[config.mk]
export PLATFORM = sky130hd
export DESIGN_NAME = fetch_queue_unit_flat
export DESIGN_NICKNAME = d
export VERILOG_FILES = /design/src/rtl/fetch_queue_unit_if.sv /design/src/rtl/fetch_queue_unit.sv /design/src/flat_wrapper.sv
export SDC_FILE = /design/constraint.sdc
export NUM_CORES = 1
export LEC_CHECK = 0
export ABC_AREA = 1
export CAP_MARGIN = 20
export CORE_MARGIN = 8
export CORE_UTILIZATION = 50
export CTS_CLUSTER_SIZE = 12
export DETAILED_ROUTE_END_ITERATION = 7
export GPL_TIMING_DRIVEN = 0
export PLACE_DENSITY = 0.76
export RECOVER_POWER = 25
export SYNTH_ARGS = -nofsm -noshare
export SYNTH_HDL_FRONTEND = slang
export SYNTH_SLANG_ARGS = --single-unit
[constraint.sdc]
create_clock -name clk -period 2.6 [get_ports clk]
set_clock_uncertainty 0.15 [all_clocks]
set_input_delay 0.65 -clock clk [delete_from_list [all_inputs] [get_ports clk]]
set_output_delay 0.65 -clock clk [all_outputs]
set_load 0.005 [all_outputs]
[src/rtl/fetch_queue_unit_if.sv]
// rtl/fetch_queue_unit_if.sv - instruction-memory and decode-side bus of fetch_queue_unit
// master = the fetch unit, slave = memory plus decode.
interface fetch_queue_unit_if #(
    parameter int AW = 9,
    parameter int IW = 9
);
    logic          imem_en;
    logic [AW-1:0] imem_addr;
    logic [IW-1:0] imem_data;
    logic          out_valid;
    logic [IW-1:0] out_instr;
    logic [AW-1:0] out_pc;
    logic          out_ready;

    modport master (
        output imem_en, imem_addr, out_valid, out_instr, out_pc,
        input  imem_data, out_ready
    );

    modport slave (
        input  imem_en, imem_addr, out_valid, out_instr, out_pc,
        output imem_data, out_ready
    );
endinterface

[src/rtl/fetch_queue_unit.sv]
// rtl/fetch_queue_unit.sv - PC owner, 1-cycle imem requester and DEPTH-entry fetch queue
// Optional FETCH_PERF_EN adds saturating fetch_count / flush_count outputs.
module fetch_queue_unit #(
    parameter int AW    = 9,
    parameter int IW    = 9,
    parameter int DEPTH = 4
) (
    input  logic              clk,
    input  logic              rst_n,
    input  logic              start,
    input  logic [AW-1:0]     start_addr,
    input  logic              redirect,
    input  logic [AW-1:0]     redirect_target,
`ifdef FETCH_PERF_EN
    output logic [15:0]       fetch_count,
    output logic [15:0]       flush_count,
`endif
    fetch_queue_unit_if.master bus
);
    localparam int PW = (DEPTH > 1) ? $clog2(DEPTH) : 1;
    localparam int CW = PW + 1;
    localparam logic [CW:0] DEPTH_L = (CW+1)'(DEPTH);

    typedef enum logic {IDLE, RUN} state_t;

    state_t          state, state_next;
    logic [AW-1:0]   pc;
    logic            inflight;
    logic [AW-1:0]   inflight_pc;
    logic [IW-1:0]   q_instr [DEPTH];
    logic [AW-1:0]   q_pc    [DEPTH];
    logic [PW-1:0]   rd_ptr, wr_ptr;
    logic [CW-1:0]   count;
    logic            pop, push, flush, issue, credit;
    logic [CW:0]     level;

    assign bus.out_valid = (count != '0);
    assign bus.out_instr = q_instr[rd_ptr];
    assign bus.out_pc    = q_pc[rd_ptr];
    assign pop           = bus.out_valid & bus.out_ready;

    // Slots already promised: entries that stay after this pop plus the response on its way.
    assign level  = {1'b0, count} - (CW+1)'(pop) + (CW+1)'(inflight);
    assign credit = (level < DEPTH_L);

    always_ff @(posedge clk or negedge rst_n) begin
        if (!rst_n) begin
            state <= IDLE;
        end else begin
            state <= state_next;
        end
    end

    always_comb begin
        state_next = state;
        flush      = 1'b0;
        issue      = 1'b0;
        if (start) begin
            state_next = RUN;
            flush      = 1'b1;
        end else if (state == RUN) begin
            if (redirect) begin
                flush = 1'b1;
            end else begin
                issue = credit;
            end
        end
    end

    assign bus.imem_en   = issue;
    assign bus.imem_addr = pc;
    // A response landing in a flush cycle belongs to the old stream and is dropped.
    assign push          = inflight & ~flush;

    always_ff @(posedge clk or negedge rst_n) begin
        if (!rst_n) begin
            pc          <= '0;
            inflight    <= 1'b0;
            inflight_pc <= '0;
        end else begin
            inflight <= issue;
            if (flush) begin
                pc <= start ? start_addr : redirect_target;
            end else if (issue) begin
                pc          <= pc + AW'(1);
                inflight_pc <= pc;
            end
        end
    end

    always_ff @(posedge clk or negedge rst_n) begin
        if (!rst_n) begin
            rd_ptr <= '0;
            wr_ptr <= '0;
            count  <= '0;
            for (int i = 0; i < DEPTH; i++) begin
                q_instr[i] <= '0;
                q_pc[i]    <= '0;
            end
        end else if (flush) begin
            rd_ptr <= '0;
            wr_ptr <= '0;
            count  <= '0;
        end else begin
            if (push) begin
                q_instr[wr_ptr] <= bus.imem_data;
                q_pc[wr_ptr]    <= inflight_pc;
                wr_ptr          <= wr_ptr + PW'(1);
            end
            if (pop) begin
                rd_ptr <= rd_ptr + PW'(1);
            end
            if (push && !pop) begin
                count <= count + CW'(1);
            end else if (!push && pop) begin
                count <= count - CW'(1);
            end
        end
    end

`ifdef FETCH_PERF_EN
    logic discard;

    // A flush only counts when it actually throws work away.
    assign discard = inflight | ((count - CW'(pop)) != '0);

    always_ff @(posedge clk or negedge rst_n) begin
        if (!rst_n) begin
            fetch_count <= '0;
            flush_count <= '0;
        end else begin
            if (push && (fetch_count != 16'hFFFF)) begin
                fetch_count <= fetch_count + 16'd1;
            end
            if (flush && discard && (flush_count != 16'hFFFF)) begin
                flush_count <= flush_count + 16'd1;
            end
        end
    end
`endif

endmodule

[src/flat_wrapper.sv]
// flat-port wrapper written by rule: the top's interface ports become plain ports
module fetch_queue_unit_flat 
#(
    parameter int AW    = 9,
    parameter int IW    = 9,
    parameter int DEPTH = 4
)
  (clk, rst_n, start, start_addr, redirect, redirect_target, bus_imem_en, bus_imem_addr, bus_out_valid, bus_out_instr, bus_out_pc, bus_imem_data, bus_out_ready);
  fetch_queue_unit_if #(.AW(AW), .IW(IW)) bus_i ();
  input  logic clk;
  input  logic rst_n;
  input  logic start;
  input  logic [AW-1:0] start_addr;
  input  logic redirect;
  input  logic [AW-1:0] redirect_target;
  output wire logic [$bits(bus_i.imem_en)-1:0] bus_imem_en;
  output wire logic [$bits(bus_i.imem_addr)-1:0] bus_imem_addr;
  output wire logic [$bits(bus_i.out_valid)-1:0] bus_out_valid;
  output wire logic [$bits(bus_i.out_instr)-1:0] bus_out_instr;
  output wire logic [$bits(bus_i.out_pc)-1:0] bus_out_pc;
  input wire logic [$bits(bus_i.imem_data)-1:0] bus_imem_data;
  input wire logic [$bits(bus_i.out_ready)-1:0] bus_out_ready;
  assign bus_imem_en = bus_i.imem_en;
  assign bus_imem_addr = bus_i.imem_addr;
  assign bus_out_valid = bus_i.out_valid;
  assign bus_out_instr = bus_i.out_instr;
  assign bus_out_pc = bus_i.out_pc;
  assign bus_i.imem_data = bus_imem_data;
  assign bus_i.out_ready = bus_out_ready;
  fetch_queue_unit #(.AW(AW), .IW(IW), .DEPTH(DEPTH)) u_core (.clk(clk), .rst_n(rst_n), .start(start), .start_addr(start_addr), .redirect(redirect), .redirect_target(redirect_target), .bus(bus_i));
endmodule
# [Word-level counts from Yosys, hierarchy flattened]
# Index checks and enable logic that the tools add are counted.
[word_totals] ff_bits=99 input_bits=32 out_inout_bits=29 wordCells=69
[classes] n_addsub=7 n_lt_le_gt_ge=4 n_mux=26 n_bitwise=5 n_reduce_logical=12
[op_table] operator="bitwise mux 36 bit" count=2
[op_table] operator="two-way mux 9 bit" count=8
[op_table] operator="binary-select mux 9 bit (select 2 bit)" count=2
[op_table] operator="demux 9 bit (select 2 bit)" count=1
[op_table] operator="adder 9 x 1 -> 9 bit (second input constant)" count=1
[op_table] operator="two-way mux 3 bit" count=3
[op_table] operator="two-way mux 2 bit" count=4
[op_table] operator="greater-or-equal comparator 3 bit (second input constant)" count=2
[op_table] operator="two-way mux 1 bit" count=6
[op_table] operator="NOT 2 -> 3 bit" count=2
[op_table] operator="nonzero test 2 bit" count=3
[op_table] operator="nonzero test 3 bit" count=2
[op_table] operator="adder 2 x 1 -> 2 bit (second input constant)" count=2
[op_table] operator="adder 4 x 1 -> 4 bit" count=1
[op_table] operator="less-than comparator 4 x 3 -> 1 bit (second input constant)" count=1
[op_table] operator="AND reduction 2 bit" count=2
[op_table] operator="subtractor 3 x 1 -> 4 bit" count=1
[op_table] operator="adder 3 x 1 -> 3 bit (second input constant)" count=1
[op_table] operator="logical AND 1 bit" count=3
[op_table] operator="less-than comparator 3 x 1 -> 1 bit (second input constant)" count=1
[op_table] operator="subtractor 3 x 1 -> 3 bit (second input constant)" count=1
[op_table] operator="bitwise AND 1 bit" count=2
[op_table] operator="logical NOT 1 bit" count=2
[op_table] operator="NOT 1 bit" count=1

# [Depth between registers and ports, before layout]
[logic_depth] word_depth=10 mapped_depth=18 mapped_depth_nobuf=18

# [Worst setup path after synthesis]
# OpenSTA, ideal clock, no wires.
[synth_path] kind="input-to-output" from="in bus_out_ready" to="out bus_imem_en" t_arrival_ns=1.872 required_ns=1.800 slack_ns=-0.072 stages=14 path_buffers=0 cell_sequence="nand2_1 -> inv_1 -> ha_1 -> inv_1 -> ha_1 -> nand2_1 -> inv_1 -> nand2_1 -> nand2_1 -> nand2_1 -> nand2_1 -> nor2_1 -> nand2_1 -> inv_1"
[synth_between] elab_chain_len=7
[synth_lines] element="start, declared" line="flat_wrapper.sv:22" rtl="input wire logic [$bits(bus_i.out_ready)-1:0] bus_out_ready;"
[synth_lines] element="bitwise AND 1 bit" line="fetch_queue_unit.sv:40" rtl="assign pop = bus.out_valid & bus.out_ready;"
[synth_lines] element="subtractor 3 x 1 -> 4 bit" line="fetch_queue_unit.sv:43" rtl="assign level = {1'b0, count} - (CW+1)'(pop) + (CW+1)'(inflight);"
[synth_lines] element="adder 4 x 1 -> 4 bit" line="fetch_queue_unit.sv:43"
[synth_lines] element="less-than comparator 4 x 3 -> 1 bit" line="fetch_queue_unit.sv:44" rtl="assign credit = (level < DEPTH_L);"
[synth_lines] element="two-way mux 1 bit" line="fetch_queue_unit.sv:62" rtl="if (redirect) begin"
[synth_lines] element="two-way mux 1 bit" line="fetch_queue_unit.sv:61" rtl="end else if (state == RUN) begin"
[synth_lines] element="two-way mux 1 bit" line="fetch_queue_unit.sv:58" rtl="if (start) begin"
[synth_lines] element="end, declared" line="flat_wrapper.sv:16" rtl="output wire logic [$bits(bus_i.imem_en)-1:0] bus_imem_en;"
# Every way passes these cells.

# [Worst setup path after layout]
[layout_path] from="reg u_core.count[0]" to="out bus_imem_en"
[layout_between] elab_chain_len=8
[layout_lines] element="start, declared" line="fetch_queue_unit.sv:33" rtl="logic [CW-1:0] count;"
[layout_lines] element="start signal, assigned" line="fetch_queue_unit.sv:114" rtl="count <= count + CW'(1);"
[layout_lines] element="start signal, assigned" line="fetch_queue_unit.sv:116" rtl="count <= count - CW'(1);"
[layout_lines] element="nonzero test 3 bit" line="fetch_queue_unit.sv:37" rtl="assign bus.out_valid = (count != '0);"
[layout_lines] element="bitwise AND 1 bit" line="fetch_queue_unit.sv:40"
[layout_lines] element="subtractor 3 x 1 -> 4 bit (*)" line="fetch_queue_unit.sv:43"
[layout_lines] element="adder 4 x 1 -> 4 bit (*)" line="fetch_queue_unit.sv:43"
[layout_lines] element="less-than comparator 4 x 3 -> 1 bit (*)" line="fetch_queue_unit.sv:44"
[layout_lines] element="two-way mux 1 bit (*)" line="fetch_queue_unit.sv:62"
[layout_lines] element="two-way mux 1 bit (*)" line="fetch_queue_unit.sv:61"
[layout_lines] element="two-way mux 1 bit (*)" line="fetch_queue_unit.sv:58"
# Every way passes the cells marked *; elsewhere a longest branch is shown, timed or not.

==> summary.md <==
| Metric | Value |
|---|---|
| Final wirelength | `11500 µm` |
| Ratio of cells with drive above 1 in the final layout | `18.9%` |
| Critical Path RT | `1800 ps` |
| Clock Tree Buf Depth | `2` |
| Root Buffer | `clkbuf_8` |
| Vias in the first global route | `4007` |
| Crit end category | `primary output` |
| Fin crit share | `114%` |
| Critical-path top delay cell | `dfrtp_1` |
| Cts hold-fix bufs | `0` |
| CP Depth | `17` |
| CTS Buf Count | `9` |
| Ys Warns | `0` |
| Setup crit start | `u_core.count[0]$_DFFE_PN0P_` |
| CP dominant cell by count | `nand2_1` |
| Yosys top cell area share | `50.5%` |
| Syn Std Cell Area | `4900 µm²` |
| Slew Limit Fails | `0` |
| Failing checks | `setup timing` |
| Top delay family on crit path | `simple AND/OR/NAND/NOR gates` |
| Average wire per standard cell | `16.0 µm` |
| Leading area contributor after synthesis | `dfrtp_1` |
| Util after Layout | `63.6%` |
| Final Instance Count excl. Fillers | `720` |
| Gr usage total | `18.6%` |
| Fmax | `337 MHz` |
| Setup CP Type | `flop to primary output` |
| Core area | `9640 µm²` |
| DRC viols | `0` |
| LEAKAGE | `3.22 nW` |
| Fin crit period | `2970 ps` |
| Worst r2r src | `u_core.count[0]$_DFFE_PN0P_` |
| Routed Antenna Nets | `0` |
| Cells after synthesis | `494` |
| Startpoint Class | `flop` |
| RSZ-0062 raised after global routing | `true` |
| CP arrival | `2170 ps` |
| Worst Setup EP | `bus_imem_en` |
| Die W | `115 µm` |
| Number of fill cells in the layout | `796` |
| Unique masters post-synth | `28` |
| Worst Slack Setup Final | `-367 ps` |
| Clk_lat worst skew | `360 ps` |
| Register area share after synthesis | `50.5%` |
| GP Congestion | `0.880` |
| Worst-path cell chain | `inv_2, nand3_4, nand2_4, inv_4, ha_4, inv_2, ha_4, nand2_1, inv_1, nand2_1, nand2_1, nand2_1, nand2_1, nor2_2, nand2_2, inv_4, buf_6` |
| Pwr/cell area | `628 nW/µm²` |
| First-pass GRT wire length | `19500 µm` |
| Placed Cells incl. Taps | `688` |
| Headroom to the max-slew limit | `40.5%` |
| #FFs+latches synth | `99` |
| DR iter-0 viols | `132` |
| Largest net degree at the start of global routing | `64` |
| Max-cap violation count | `0` |
| Hold Fails Final Rpt | `0` |
| Most frequent cells in the layout | `nand2_1, dfrtp_1, nor2_1` |
| FF-to-FF End | `u_core.bus.imem_addr[4]$_DFFE_PN0P_` |
| H-tree Lvls | `3` |
| Post-DP HPWL | `7810 µm` |
| Sink Count | `99` |
| Commonest non-fill, non-tap cell in the layout | `nand2_1` |
| Worst Tran Pin Value | `893 ps` |
| R2R cell count | `19` |
| Total die area | `13200 µm²` |
| IO Count | `61` |
| Layout area overhead | `25.1%` |
| Hold Crit Class | `primary input to async pin` |
| Largest stage delay, worst path | `400 ps` |
| Top cells by area, synth | `dfrtp_1, mux2_1, nand2_1` |
| Syn nets | `536` |
| Final nets | `624` |
| FP Rows | `36` |
| R2R setup slack | `210 ps` |
| CP Max Fanout | `2` |
| Remaining global-route overflow | `0` |
| Clock slew at reported path FFs | `90 ps` |
| Sum of buffers and inverters on the critical path | `6` |
| Worst vdd ir | `0.000279 V` |
| DR vias/cell | `5.29` |
| Final Setup Violations | `2` |
| Setup TNS | `-450 ps` |
| Initial antenna violation count | `0` |
| Pre-antenna DRT Iters | `4` |
| Pre-CTS setup slack | `-1210 ps` |
| DR vias | `3811` |
| Number of diodes | `0` |
| Initial Util | `50.9%` |
| Status | `complete, but fails checks` |
| I/O Buffers | `60` |
| Avg Cell Area, Syn | `9.92 µm²` |
| CTS tree | `built` |
| Die Ht | `115 µm` |
what timing repair did:
| item | 4_1_cts | 5_1_grt |
|---|---|---|
| gates resized for setup | 62 | 17 |
| pin swaps | 7 | 2 |
| buffers inserted | 12 | 6 |
| endpoints found under the setup margin | 29 | 26 |
Yosys cell counts:
master	instances
buf_1	2
xor2_1	2
mux2i_1	1
a21oi_1	5
nor2_8	4
ha_1	9
mux2_2	32
o22ai_1	19
o21bai_1	1
mux2_1	40
o21ai_0	50
buf_2	4
a22o_1	1
clkinv_1	2
fa_1	1
inv_1	32
nand2_4	1
o31ai_1	1
nand4_1	2
a21oi_4	1
nor2_1	44
xnor2_1	2
nor3_1	1
nand2_1	103
nand3_1	20
clkbuf_1	11
dfrtp_1	99
buf_6	4
metal layers:
metal	up-vias	GRT usage, %	share of wire, %
met5	-	0	0
met3	17	4.15	5.5
li1	1834	-	-
met4	0	8.67	1.9
met2	99	30.7	49
met1	1861	22.8	44
worst min-delay path by stage:
stage                                           to  slack, ps                            from  cells after the start
5_1_grt              u_core.q_instr[5]$_DFFE_PN0P_        310                           rst_n                      1
2_1_floorplan  u_core.bus.imem_addr[0]$_DFFE_PN0P_        200                           rst_n                      0
3_5_place_dp        u_core.q_instr[26]$_DFFE_PN0P_        320  u_core.q_instr[26]$_DFFE_PN0P_                      1
3_3_place_gp           u_core.q_pc[22]$_DFFE_PN0P_        310     u_core.q_pc[22]$_DFFE_PN0P_                      1
4_1_cts              u_core.q_instr[5]$_DFFE_PN0P_         90                           rst_n                      1
6_report             u_core.q_instr[5]$_DFFE_PN0P_        250                           rst_n                      1
power by group:
| part | total (mW) | switching, mW | internal, mW |
|---|---|---|---|
| Clock | 1.02 | 0.504 | 0.520 |
| Combinational | 0.881 | 0.407 | 0.473 |
| Sequential | 1.95 | 0.186 | 1.76 |
| Total | 3.85 | 1.10 | 2.75 |
cell families after synthesis:
logic type / synth area share [%]
xor+xnor: 0.715
buf+inv: 4.93
simple gates: 15.5
fa+ha+maj: 2.71
flops: 50.5
compound gates: 8.86
mux: 16.7
cell type report:
| cell class | count | area, µm² | share of cell area (%) |
|---|---|---|---|
| Inverter | 34 | 138 | 2.24 |
| Multi-Input combinational cell | 340 | 2260 | 36.8 |
| Tap cell | 133 | 166 | 2.71 |
| Sequential cell | 99 | 2480 | 40.4 |
| Timing Repair Buffer | 79 | 712 | 11.6 |
| Buffer | 19 | 168 | 2.73 |
| Clock buffer | 12 | 165 | 2.69 |
| Clock inverter | 4 | 47.5 | 0.776 |
worst reg2reg max path, stage by stage, from the launching register on:
cell	delay, ps
dfrtp_1	400
inv_2	90
nand3_4	100
nand2_4	90
inv_4	40
ha_4	150
inv_2	50
ha_4	200
nand2_1	50
inv_1	40
nand2_1	60
nand2_1	50
nand2_1	80
nand2_1	80
nor2_2	100
nand2_2	80
buf_4	160
buf_2	180
nand3_1	90
nand2_1	60
through the flow:
| step | area [µm²] | hold WS [ps] | power, mW |
|---|---|---|---|
| global route | 6130 | 311 | 4.09 |
| finish | 6130 | 245 | 3.85 |
| floorplan | 4920 | 204 | 2.38 |
| CTS | 6090 | 94.1 | 3.89 |
| detailed placement | 5710 | 319 | 2.92 |
| global placement | 5680 | 311 | 2.88 |
sequential cells by signal, indices dropped and copies added (netlist names):
name and cells:
u_core.bus.imem_addr 9, u_core.count 3, u_core.inflight 1, u_core.inflight_pc 9, u_core.q_instr 36, u_core.q_pc 36
u_core.rd_ptr 2, u_core.state 1, u_core.wr_ptr 2
No activity file was read; power rests on OpenSTA's default activity.
